File: src/rtl/mem_arb_pkg.sv
// Shared types for mem_port_arbiter: FSM states, grant owner and the latency counter width.
package mem_arb_pkg;

   typedef enum logic [1:0] {
      IDLE,
      ISSUE,
      WAIT,
      RESP
   } arb_state_t;

   typedef enum logic {
      GNT_IF,
      GNT_D
   } grant_t;

   localparam int CNT_W = 4;

endpackage

File: src/rtl/mem_port_arbiter.sv
// Shares one single-ported memory between the fetch and data ports, one access at a time.
// Build option MEM_PORT_ARBITER_RR_EN: round-robin on ties; default is data-over-fetch priority.
module mem_port_arbiter
   import mem_arb_pkg::*;
#(
   parameter int WIDTH  = 32,
   parameter int ADDR_W = 23,
   parameter int LAT    = 2
) (
   input  logic              clk,
   input  logic              reset,
   input  logic              if_req,
   input  logic [ADDR_W-1:0] if_addr,
   output logic [WIDTH-1:0]  if_rdata,
   output logic              if_ready,
   input  logic              d_req,
   input  logic              d_we,
   input  logic [ADDR_W-1:0] d_addr,
   input  logic [WIDTH-1:0]  d_wdata,
   output logic [WIDTH-1:0]  d_rdata,
   output logic              d_ready,
   output logic              mem_en,
   output logic              mem_we,
   output logic [ADDR_W-1:0] mem_addr,
   output logic [WIDTH-1:0]  mem_wdata,
   input  logic [WIDTH-1:0]  mem_rdata,
   output logic              stall_f,
   output logic              stall_m
);

   arb_state_t       state;
   grant_t           grant;
   grant_t           next_grant;
   logic [CNT_W-1:0] cnt;

`ifdef MEM_PORT_ARBITER_RR_EN
   grant_t           last_grant;
`endif

   // Winner of the next IDLE sample; only meaningful while some request is pending.
   always_comb begin
      next_grant = GNT_IF;
`ifdef MEM_PORT_ARBITER_RR_EN
      if (d_req && if_req)
         next_grant = (last_grant == GNT_IF) ? GNT_D : GNT_IF;
      else if (d_req)
         next_grant = GNT_D;
`else
      if (d_req)
         next_grant = GNT_D;
`endif
   end

   always_ff @(posedge clk or negedge reset) begin
      if (!reset) begin
         state     <= IDLE;
         grant     <= GNT_IF;
         cnt       <= '0;
         mem_en    <= 1'b0;
         mem_we    <= 1'b0;
         mem_addr  <= '0;
         mem_wdata <= '0;
         if_ready  <= 1'b0;
         d_ready   <= 1'b0;
         if_rdata  <= '0;
         d_rdata   <= '0;
`ifdef MEM_PORT_ARBITER_RR_EN
         last_grant <= GNT_IF;
`endif
      end else begin
         case (state)
            IDLE: begin
               if (if_req || d_req) begin
                  grant  <= next_grant;
                  mem_en <= 1'b1;
`ifdef MEM_PORT_ARBITER_RR_EN
                  last_grant <= next_grant;
`endif
                  if (next_grant == GNT_D) begin
                     mem_we    <= d_we;
                     mem_addr  <= d_addr;
                     mem_wdata <= d_wdata;
                  end else begin
                     mem_we   <= 1'b0;
                     mem_addr <= if_addr;
                  end
                  state <= ISSUE;
               end
            end

            // Only the data port can write, so a write always completes on the data side.
            ISSUE: begin
               mem_en <= 1'b0;
               if (mem_we) begin
                  d_ready <= 1'b1;
                  state   <= RESP;
               end else begin
                  cnt   <= CNT_W'(LAT);
                  state <= WAIT;
               end
            end

            WAIT: begin
               cnt <= cnt - 1'b1;
               if (cnt == CNT_W'(1)) begin
                  if (grant == GNT_D) begin
                     d_rdata <= mem_rdata;
                     d_ready <= 1'b1;
                  end else begin
                     if_rdata <= mem_rdata;
                     if_ready <= 1'b1;
                  end
                  state <= RESP;
               end
            end

            RESP: begin
               if_ready <= 1'b0;
               d_ready  <= 1'b0;
               state    <= IDLE;
            end

            default: state <= IDLE;
         endcase
      end
   end

   assign stall_f = if_req & ~if_ready;
   assign stall_m = d_req & ~d_ready;

endmodule
File: config.mk
export PLATFORM = sky130hd
export DESIGN_NAME = mem_port_arbiter
export DESIGN_NICKNAME = d
export VERILOG_FILES = /design/src/rtl/mem_arb_pkg.sv /design/src/rtl/mem_port_arbiter.sv
export SDC_FILE = /design/constraint.sdc
export NUM_CORES = 1
export LEC_CHECK = 0
export ABC_AREA = 1
export CORE_AREA = 2 2 152 94
export DETAILED_ROUTE_END_ITERATION = 10
export DIE_AREA = 0 0 154 96
export GPL_TIMING_DRIVEN = 0
export PLACE_DENSITY = 0.8
export REMOVE_ABC_BUFFERS = 1
export SKIP_LAST_GASP = 1
export SLEW_MARGIN = 20
export SYNTH_ARGS = -nofsm -noshare
export SYNTH_HDL_FRONTEND = slang
export SYNTH_SLANG_ARGS = --single-unit
File: constraint.sdc
create_clock -name clk -period 1.8 [get_ports clk]
set_input_delay 0.18 -clock clk [delete_from_list [all_inputs] [get_ports clk]]
set_output_delay 0.18 -clock clk [all_outputs]
set_load 0.1 [all_outputs]
Yosys cells after proc, flatten, opt, wreduce, memory -nomap -nowiden:

Cells that the tools add are included.

* register bits: 130
* input bits: 115

* $add $sub $neg: 1
* bitwise operators: 5
* reduce and logical (&&, ||, !) cells: 15
* mux-type cells: 18
* equal/unequal tests: 10

Operators by type and width (count)
* $mux W23: 1
* $ne A2 B2 Y1 const B: 6
* $reduce_and A3 Y1: 4
* $mux W1: 9
* $pmux W2 S4: 1
* $pmux W4 S2: 1
* $reduce_and A2 Y1: 4
* $reduce_bool A2 Y1: 3
* $eq A2 B2 Y1 const B: 2
* $eq A4 B1 Y1 const B: 1
* $mux W2: 2
* $mux W4: 1
* $pmux W1 S2: 2
* $reduce_and A4 Y1: 1
* $sub A4 B1 Y4 const B: 1
* $not A1 Y1: 3
* $pmux W1 S3: 1
* $reduce_bool A3 Y1: 1
* $and A1 B1 Y1: 2
* $eq A2 B1 Y1 const B: 1
* $logic_not A2 Y1: 1
* $logic_or A1 B1 Y1: 1

Longest topological paths before layout:

Gate-level depths: netlist (run 1).

* depth after elaboration: 3
* mapped depth: 10
* mapped depth without buffers: 8

Worst setup path after synthesis (run 1):

Ideal clock, no wire load.

* kind: reg2out
* start point: reg if_ready
* end point: out stall_f
* cell stages (with the launch flop): 2
* setup slack: -0.536 ns
* arrival time: 2.156 ns
* data required time: 1.620 ns
* path buffers: 0
* path through: dfrtp_1 -> nor2_1

* cells in the longest elaborated chain, start to end: 2

RTL lines
* start, declared: RTL line mem_port_arbiter.sv:15 `output logic if_ready,`
* start signal, assigned: RTL line mem_port_arbiter.sv:63 `if_ready <= 1'b0;`
* start signal, assigned: RTL line mem_port_arbiter.sv:111 `if_ready <= 1'b1;`
* start signal, assigned: RTL line mem_port_arbiter.sv:118 `if_ready <= 1'b0;`
* $not A1 Y1: RTL line mem_port_arbiter.sv:128 `assign stall_f = if_req & ~if_ready;`
* $and A1 B1 Y1: RTL line mem_port_arbiter.sv:128
* end, declared: RTL line mem_port_arbiter.sv:27 `output logic stall_f,`

Every way passes these cells.

Worst setup path in the final report (run 1):

* start point: reg mem_addr[7]
* end point: out mem_addr[7]

RTL lines
* start, declared: RTL line mem_port_arbiter.sv:24 `output logic [ADDR_W-1:0] mem_addr,`
* start signal, assigned: RTL line mem_port_arbiter.sv:81 `mem_addr <= d_addr;`
* start signal, assigned: RTL line mem_port_arbiter.sv:85 `mem_addr <= if_addr;`

No word-level cell between the ends.

==> results of run 1 <==
layout by cell type (no fill, tap or decap), types with 3 or more instances in the layout:
cell,instances
sky130_fd_sc_hd__mux2_2,3
sky130_fd_sc_hd__mux2_4,29
sky130_fd_sc_hd__a21oi_4,4
sky130_fd_sc_hd__clkbuf_2,85
sky130_fd_sc_hd__nand2_1,178
sky130_fd_sc_hd__buf_12,8
sky130_fd_sc_hd__inv_1,63
sky130_fd_sc_hd__dfrtp_1,130
sky130_fd_sc_hd__o21ai_1,45
sky130_fd_sc_hd__clkbuf_16,17
sky130_fd_sc_hd__nand3_1,9
sky130_fd_sc_hd__clkdlybuf4s15_2,30
sky130_fd_sc_hd__clkinvlp_4,4
sky130_fd_sc_hd__inv_6,5
sky130_fd_sc_hd__ha_1,3
sky130_fd_sc_hd__clkdlybuf4s15_1,8
sky130_fd_sc_hd__o21ai_0,26
sky130_fd_sc_hd__clkdlybuf4s50_1,112
sky130_fd_sc_hd__nand4_4,4
sky130_fd_sc_hd__nor2_1,7
sky130_fd_sc_hd__nand3_4,4
sky130_fd_sc_hd__o21ai_2,22
sky130_fd_sc_hd__buf_4,7
worst reg2reg max path, delay by kind of cell (launching register included):
| family | cells | cell delay [ns] |
|---|---|---|
| AO/OA/AOI/OAI | 1 | 0.06 |
| flip-flops | 1 | 0.44 |
| adder cells (fa/ha/maj) | 1 | 0.23 |
| buffers and inverters | 3 | 0.34 |
| AND/OR/NAND/NOR | 3 | 0.55 |
repair_timing:
item,in CTS,in global routing
hold buffers,1,0
hold endpoints to repair,56,0
cloned,9,1
gates resized for setup,291,102
setup endpoints to repair,250,212
buffers inserted,6,9
pin swaps,6,2
worst min path at each step:
stage	from	end	slack (ns)	depth (start not counted)
final	reset	d_rdata[25]	0.30	2
after global routing	reset	d_rdata[25]	0.32	2
after CTS	reset	d_rdata[25]	0.30	2
after detailed placement	reset	d_rdata[25]	0.14	1
after global placement	if_rdata[31]	if_rdata[31]	0.46	2
after floorplan	reset	cnt[0]	-0.12	0
registers in the layout (all words and copies together), names as in the netlist:
signal     flops
cnt            4
d_rdata       32
d_ready        1
grant          1
if_rdata      32
if_ready       1
mem_addr      23
mem_en         1
mem_wdata     32
mem_we         1
state          2
layer usage:
| metal | wire [um] | vias up |
|---|---|---|
| li1 | - | 2314 |
| met1 | 8530 | 2361 |
| met2 | 7910 | 142 |
| met3 | 786 | 17 |
| met4 | 200 | 0 |
| met5 | 0 | - |
per-stage QoR:
stage	utilization	instance area [um2]
after floorplan	-	5450
after global placement	0.601	8060
after detailed placement	0.604	8100
after CTS	0.670	8990
after global routing	0.650	8730
final	0.650	8730
cell families (layout without fill, tap and decap cells):
| kind of cell | count (synthesis) | after routing |
|---|---|---|
| AOI/OAI and AO/OA | 96 | 99 |
| xor gates and xnor gates | 1 | 1 |
| adders and majority gates | 6 | 6 |
| buffers and inverters | 94 | 355 |
| DFF | 130 | 130 |
| muxes | 32 | 32 |
| and+or+nand+nor | 201 | 208 |
cell type report:
| cell class | instances | area, um2 |
|---|---|---|
| Tap cell | 175 | 219 |
| Fill cell | 1081 | 4690 |
| Clock buffer | 18 | 429 |
| Clock inverter | 14 | 153 |
| Sequential cell | 130 | 3250 |
| Inverter | 67 | 256 |
| Multi-Input combinational cell | 346 | 2160 |
| Timing Repair Buffer | 256 | 2250 |
==> metrics.log, run 1 <==
INFO  metric status = completed
INFO  metric post_synth_edffs = 0
INFO  metric post_synth_num_cell_types = 26
INFO  metric dieArea = 0.0148 mm2
INFO  metric effective_utilization_at_floorplan = 0.422
INFO  metric synth-adder-area-share = 0.0133
INFO  metric hold_path.class = in2async
INFO  metric r2r_slack = 0.06 ns
INFO  metric path_buf_inv = 1
INFO  metric yosysMostFrequentCell = sky130_fd_sc_hd__nand2_1
INFO  metric ctsLongestPathBuffers = 2
INFO  metric final_slew_violations = 0
INFO  metric critical_path.reg2reg.endpoint = if_rdata[22]
INFO  metric path_max_fanout = 2
INFO  metric cts.root.buffer_cell = sky130_fd_sc_hd__clkbuf_16
INFO  metric netlist.top_cell.by_area = sky130_fd_sc_hd__dfrtp_1
INFO  metric endpoint = mem_addr[7]
INFO  metric nets = 939
INFO  metric cts-buffers-inserted = 17
INFO  metric use_met1 = 0.334
INFO  metric drcViolationCount = 0
INFO  metric worst-endpoint-arrival = 1.61 ns
INFO  metric number_of_sinks_on_the_clock_net = 130
INFO  metric cell_with_the_biggest_individual_delay_on_the_critical_path = sky130_fd_sc_hd__clkdlybuf4s15_1
INFO  metric post_route_hold_slack = 0.298 ns
INFO  metric boundaryPins = 240
INFO  metric timing.max_cap.violations = 0
INFO  metric global_route.usage.met3 = 0.0536
INFO  metric clkLatencyLatePin = 0.41 ns
INFO  metric max_clock_freq = 0.559 GHz
INFO  metric grt-busiest-layer = met2
INFO  metric post-route-worst-setup-slack = 0.0124 ns
INFO  metric synth.cell_area = 0.00566 mm2
INFO  metric synth.area.mux_share = 0.0829
INFO  metric synth_sequential_area_ratio = 0.575
INFO  metric detail_route.iter0.violations = 244
INFO  metric synthTopCellsByCount = sky130_fd_sc_hd__nand2_1 (178), sky130_fd_sc_hd__dfrtp_1 (130), sky130_fd_sc_hd__inv_1 (64), sky130_fd_sc_hd__o21ai_1 (45), sky130_fd_sc_hd__mux2_4 (29)
INFO  metric final_non_filler_cells = 1006
INFO  metric finalWorstPathRequiredPeriod = 1.79 ns
INFO  metric final-setup-viol-count = 0
INFO  metric slew_headroom = 0.340
INFO  metric antenna_found_initial = 0
INFO  metric clk_pin_slew = 0.06 ns
INFO  metric synth_top_family_by_area = simple AND/OR/NAND/NOR gates
INFO  metric dominantRegCellSynth = sky130_fd_sc_hd__dfrtp_1
INFO  metric rsz_0062_raised_after_global_routing = true
INFO  metric clock_tree.htree_level_count = 4
INFO  metric setup_tns = 0 ns
INFO  metric timing.critical_path.to_type = output port
INFO  metric ys_warn_count = 0
INFO  metric drtPass1Iterations = 5
INFO  metric tot_gr_track_use = 0.235
INFO  metric cp-start-kind = flop
INFO  metric yosys_register_bits = 130
INFO  metric hpwlAfterDp = 10.4 mm
INFO  metric signed_area_change_from_the_synthesized_netlist_to_the_final_layout = 54.2%
INFO  metric place_inst = 948
INFO  metric ant_nets = 0
INFO  metric grt_first_pass_wirelength = 26.4 mm
INFO  metric drive_above_1_share = 0.292
INFO  metric total_core_area = 0.0134 mm2
INFO  metric cp-startpoint = mem_addr[7]
INFO  metric postSynthCellCount = 560
INFO  metric grt_pass1_vias = 4823
INFO  metric vias_per_cell = 4.81
INFO  metric detail_route.wl_per_cell = 17.3 um
INFO  metric grt.met2_usage = 0.363
INFO  metric tightestPinTransition = 0.994 ns
INFO  metric gp_congestion = 0.783
INFO  metric grt_max_degree = 75
INFO  metric die_width = 154 um
INFO  metric yosysTopAreaCellShare = 0.575
INFO  metric timing.clock.skew = 0.0149 ns
INFO  metric placement_rows = 33
INFO  metric critical_path_s_top_delay_family = buffers and inverters
INFO  metric critical_path_start_end_classification = reg2out
INFO  metric post_synthesis_compound_gate_area_fraction = 0.101
INFO  metric worst-r2r-cell-count = 8
INFO  metric die_y = 96 um
INFO  metric gr_overflow_total = 0
INFO  metric cp_data_required_time = 1.62 ns
INFO  metric postRouteWirelength = 17.4 mm
INFO  metric cp_num_cells = 1
INFO  metric num_vias = 4834
INFO  metric critical_path.cell_chain = clkdlybuf4s15_1
INFO  metric synth_async_sr_flop_share = 1.00
INFO  metric worst_path_largest_cell_delay = 0.85 ns
INFO  metric synthXorXnorAreaFrac = 0.00155
INFO  metric pre_cts_ws = -1.41 ns
INFO  metric io_buffers = 239
INFO  metric synth_top_cells_by_area = sky130_fd_sc_hd__dfrtp_1 (57%), sky130_fd_sc_hd__nand2_1 (12%), sky130_fd_sc_hd__mux2_4 (7.7%)
INFO  metric synth_simple_gate_area_frac = 0.143
INFO  metric postSynthAreaPerCell = 10.1 um2
INFO  metric hold_viol = 0
INFO  metric tritoncts_clock_tree = done
INFO  metric n_antenna_cell = 0
INFO  metric reg_to_reg_critical_path_startpoint = state[0]
INFO  metric timing.final.crit_share = 0.993
Power of run 1 is left out: the tool's default activity adds up to more than one toggle a clock period on the data nets, which glitch-free logic cannot reach.
==> inputs of run 2 (changes only) <==
Settings changed: CORE_AREA 2 2 152 94 to 2 2 150 93, CTS_BUF_LIST set to sky130_fd_sc_hd__clkbuf_2 sky130_fd_sc_hd__clkbuf_4 sky130_fd_sc_hd__clkbuf_8, DIE_AREA 0 0 154 96 to 0 0 152 95, PLACE_DENSITY 0.8 to 0.82.
==> metrics.log, run 2 (synthesis results as in run 1) <==
INFO  metric status = completed
INFO  metric post_route_hold_slack = 0.287 ns
INFO  metric worst_path_largest_cell_delay = 0.58 ns
INFO  metric routed.top_layer = met4
INFO  metric die_width = 152 um
INFO  metric final_slew_violations = 0
INFO  metric pre_cts_ws = -1.35 ns
INFO  metric cp-start-kind = primary input
INFO  metric number_of_sinks_on_the_clock_net = 130
INFO  metric met2WireLength = 7.43 mm
INFO  metric grt_pass1_vias = 4691
INFO  metric max_clock_freq = 0.580 GHz
INFO  metric drcViolationCount = 0
INFO  metric total_of_fill_cells_in_the_finished_design = 1012
INFO  metric timing.max_cap.violations = 0
INFO  metric clkLatencyLatePin = 0.43 ns
INFO  metric io_buffers = 239
INFO  metric vias_per_cell = 4.76
INFO  metric cell_with_the_biggest_individual_delay_on_the_critical_path = sky130_fd_sc_hd__clkdlybuf4s15_2
INFO  metric signed_area_change_from_the_synthesized_netlist_to_the_final_layout = 61.4%
INFO  metric boundaryPins = 240
INFO  metric detail_route.wl_per_cell = 16.1 um
INFO  metric drive_above_1_share = 0.303
INFO  metric path_max_fanout = 6
INFO  metric critical_path_start_end_classification = in2out
INFO  metric tightestPinTransition = 0.580 ns
INFO  metric grt_max_degree = 67
INFO  metric dieArea = 0.0144 mm2
INFO  metric post-route-worst-setup-slack = 0.0757 ns
INFO  metric antenna_found_initial = 0
INFO  metric met3_length = 1.12 mm
INFO  metric ant_nets = 0
INFO  metric gp_congestion = 0.746
INFO  metric num_vias = 4798
INFO  metric largestRegisters = d_rdata: 32 flops, if_rdata: 32 flops, mem_wdata: 32 flops
INFO  metric hpwlAfterDp = 9.74 mm
INFO  metric grt_first_pass_wirelength = 24.4 mm
INFO  metric worst-endpoint-arrival = 1.54 ns
INFO  metric hold_viol = 0
INFO  metric setup_tns = 0 ns
INFO  metric timing.critical_path.to_type = output port
INFO  metric cp_data_required_time = 1.62 ns
INFO  metric finalWorstPathRequiredPeriod = 1.72 ns
INFO  metric tritoncts_clock_tree = done
INFO  metric placed_area = 0.00810 mm2
INFO  metric timing.final.crit_share = 0.958
INFO  metric slew_headroom = 0.615
INFO  metric n_antenna_cell = 0
INFO  metric m1WireLength = 7.50 mm
INFO  metric clock_tree.htree_level_count = 4
INFO  metric final_cell_area = 0.00914 mm2
INFO  metric ctsLongestPathBuffers = 2
INFO  metric cts.root.buffer_cell = sky130_fd_sc_hd__clkbuf_8
INFO  metric effective_utilization_at_floorplan = 0.427
INFO  metric drtPass1Iterations = 4
INFO  metric most-common-layout-cells = sky130_fd_sc_hd__nand2_1 (178), sky130_fd_sc_hd__dfrtp_1 (130), sky130_fd_sc_hd__clkdlybuf4s15_2 (124)
INFO  metric timing.clock.skew = 0.00799 ns
INFO  metric nets = 940
INFO  metric mostFrequentLayoutCell = sky130_fd_sc_hd__nand2_1
INFO  metric gr_overflow_total = 0
INFO  metric postRouteWirelength = 16.2 mm
INFO  metric cts-buffers-inserted = 17
INFO  metric tot_gr_track_use = 0.216
INFO  metric final-setup-viol-count = 0
INFO  metric total_core_area = 0.0133 mm2
INFO  metric clk_pin_slew = 0.09 ns
INFO  metric critical_path.cell_chain = clkdlybuf4s50_1 > inv_1 > nor2_1 > clkdlybuf4s15_2
INFO  metric hold_path.class = in2async
INFO  metric placement_rows = 33
INFO  metric die_y = 95 um
INFO  metric detail_route.iter0.violations = 252
-- run 2: changes by cell type in the layout (fill, tap and decap cells not counted), moves of 2 or more --
cell / previous run / this run
sky130_fd_sc_hd__buf_12: 8 / 12
sky130_fd_sc_hd__clkinv_2: 2 / 0
sky130_fd_sc_hd__clkbuf_2: 85 / 1
sky130_fd_sc_hd__clkdlybuf4s15_1: 8 / 0
sky130_fd_sc_hd__clkdlybuf4s15_2: 30 / 124
sky130_fd_sc_hd__clkbuf_8: 0 / 18
sky130_fd_sc_hd__clkbuf_16: 17 / 0
sky130_fd_sc_hd__clkinv_4: 1 / 3
sky130_fd_sc_hd__buf_4: 7 / 5
-- run 2: timing repair --
item,4_1_cts,5_1_grt
endpoints found under the hold margin,65,0
pin swaps,1,4
hold buffers,1,0
cloned,6,3
buffers inserted,1,16
gates resized for setup,386,10
endpoints found under the setup margin,248,126
-- run 2: worst paths after layout --
check | start | to | slack (ns) | depth (start not counted)
max | if_req | stall_f | 0.08 | 4
min | reset | d_rdata[8] | 0.29 | 2
max reg2reg | cnt[1] | d_rdata[18] | 0.08 | 5
min reg2reg | if_rdata[16] | if_rdata[16] | 0.48 | 2
max in group asynchronous | reset | mem_wdata[9] | 0.80 | 3
min in group clk | mem_rdata[1] | if_rdata[1] | 0.30 | 3
-- run 2: layout make-up --
| type | count | area [um2] | area share |
|---|---|---|---|
| Timing Repair Buffer | 258 | 2860 | 0.313 |
| Clock inverter | 13 | 151 | 0.0166 |
| Inverter | 67 | 256 | 0.0281 |
| Sequential cell | 130 | 3250 | 0.356 |
| Tap cell | 175 | 219 | 0.0240 |
| Clock buffer | 19 | 255 | 0.0279 |
| Multi-Input combinational cell | 345 | 2140 | 0.235 |
-- run 2: stage by stage --
step	utilization	instances
detailed placement	0.611	948
floorplan	-	533
global placement	0.608	947
global route	0.690	1007
CTS	0.665	988
finish	0.690	1007
-- run 2: per-layer routing --
metal	global-route usage	vias up
met5	0	-
met1	0.297	2268
met4	0.0615	0
met3	0.0647	22
li1	-	2313
met2	0.337	195
-- run 2: critical path, delay by kind of cell --
family,cells,cell delay [ns]
AND/OR/NAND/NOR,1,0.14
buffers and inverters,3,1.21
Power of run 2 is left out for the same reason.
==> inputs of run 3 (changes only) <==
Settings changed: CORE_AREA 2 2 150 93 to 2 2 88 154, DIE_AREA 0 0 152 95 to 0 0 90 156, DONT_BUFFER_PORTS set to 1, PLACE_DENSITY 0.82 to not set.
==> metrics.log, run 3 (synthesis results as in run 1) <==
INFO  metric dieArea = 0.0140 mm2
INFO  metric grt_first_pass_wirelength = 25.1 mm
INFO  metric setup_tns = -0.00817 ns
INFO  metric vias_per_cell = 5.18
INFO  metric clk_pin_slew = 0.08 ns
INFO  metric max_clock_freq = 0.553 GHz
INFO  metric signed_area_change_from_the_synthesized_netlist_to_the_final_layout = 34.2%
INFO  metric gr_overflow_total = 0
INFO  metric path_max_fanout = 3
INFO  metric cell_with_the_biggest_individual_delay_on_the_critical_path = sky130_fd_sc_hd__dfrtp_4
INFO  metric hpwlAfterDp = 8.54 mm
INFO  metric ant_nets = 0
INFO  metric hold_path.class = in2async
INFO  metric timing.max_cap.violations = 0
INFO  metric failed_checks = negative hold slack, negative setup slack
INFO  metric io_buffers = 0
INFO  metric die_y = 156 um
INFO  metric critical_path_start_end_classification = reg2out
INFO  metric timing.clock.skew = 0.0158 ns
INFO  metric drtPass1Iterations = 5
INFO  metric detail_route.wl_per_cell = 19.1 um
INFO  metric worst-endpoint-arrival = 1.63 ns
INFO  metric ctsLongestPathBuffers = 2
INFO  metric boundaryPins = 240
INFO  metric finalCoreUtilization = 0.594
INFO  metric final-setup-viol-count = 1
INFO  metric most-common-layout-cells = sky130_fd_sc_hd__nand2_1 (178), sky130_fd_sc_hd__dfrtp_1 (127), sky130_fd_sc_hd__dlygate4sd3_1 (104)
INFO  metric mostFrequentLayoutCell = sky130_fd_sc_hd__nand2_1
INFO  metric pre_cts_ws = -0.518 ns
INFO  metric drcViolationCount = 0
INFO  metric tot_gr_track_use = 0.231
INFO  metric postRouteWirelength = 16.6 mm
INFO  metric rsz_0062_raised_after_global_routing = true
INFO  metric placement_rows = 55
INFO  metric tritoncts_clock_tree = done
INFO  metric largestRegisters = d_rdata: 32 flops, if_rdata: 32 flops, mem_wdata: 32 flops
INFO  metric path_buf_inv = 0
INFO  metric tightestPinTransition = 0.982 ns
INFO  metric critical_path.cell_chain = nor2_4
INFO  metric worst_path_largest_cell_delay = 0.64 ns
INFO  metric antenna_found_initial = 0
INFO  metric effective_utilization_at_floorplan = 0.442
INFO  metric nets = 804
INFO  metric num_vias = 4496
INFO  metric clkLatencyLatePin = 0.43 ns
INFO  metric cp-start-kind = flop
INFO  metric cts-buffers-inserted = 17
INFO  metric cts.root.buffer_cell = sky130_fd_sc_hd__clkbuf_8
INFO  metric die_width = 90 um
INFO  metric timing.critical_path.to_type = output port
INFO  metric slew_headroom = 0.345
INFO  metric gp_congestion = 0.757
INFO  metric post-route-worst-setup-slack = -0.00817 ns
INFO  metric number_of_sinks_on_the_clock_net = 130
INFO  metric total_core_area = 0.0128 mm2
INFO  metric critical_path_s_top_delay_family = flip-flops
INFO  metric hold_viol = 130
INFO  metric postCtsHoldBufs = 105
INFO  metric finalWorstPathRequiredPeriod = 1.81 ns
INFO  metric cp_data_required_time = 1.62 ns
INFO  metric detail_route.iter0.violations = 214
INFO  metric drive_above_1_share = 0.187
INFO  metric grt_pass1_vias = 4846
INFO  metric timing.final.crit_share = 1.00
INFO  metric grt_max_degree = 131
INFO  metric final_slew_violations = 0
INFO  metric post_route_hold_slack = -0.557 ns
INFO  metric clock_tree.htree_level_count = 4
INFO  metric status = finished, violations left
[run 3: layer usage]
metal / vias to the layer above / track usage / share of wire
li1: 2044 / - / -
met1: 2170 / 0.232 / 0.35
met2: 248 / 0.426 / 0.54
met3: 34 / 0.0783 / 0.078
met4: 0 / 0.105 / 0.027
met5: - / 0 / 0
[run 3: path summary, 6_finish.rpt]
kind	slack [ns]	startpoint	end	cells after the start
max	-0.008	d_ready	stall_m	1
min	-0.56	reset	if_rdata[3]	0
max reg2reg	0.09	state[0]	if_rdata[26]	8
min reg2reg	0.61	state[0]	state[0]	2
max in group asynchronous	2.07	reset	d_ready	0
min in group clk	0.04	if_addr[1]	mem_addr[1]	4
[run 3: repair_timing]
action | 4_1_cts | 5_1_grt
pin swaps | 5 | 2
setup buffers | 5 | 10
endpoints found under the setup margin | 126 | 128
gates cloned | 9 | 2
endpoints found under the hold margin | 248 | 130
gates resized for setup | 18 | 8
[run 3: final cells by class]
type                       instances  area, um2
tap                              171        214
fill                            1047       5200
antenna                            1       2.50
inverter                          67        256
clock buffer                      18        241
multi-input combinational        347       2200
sequential                       130       3260
timing repair buffer             120       1240
clock inverter                    14        181
[run 3: metrics by stage]
step | instance area (um2) | std cells
6_report | 7600 | 868
4_1_cts | 7410 | 855
2_1_floorplan | 5450 | 533
3_3_place_gp | 5660 | 704
3_5_place_dp | 5680 | 704
5_1_grt | 7590 | 867
Power of run 3 is left out for the same reason.
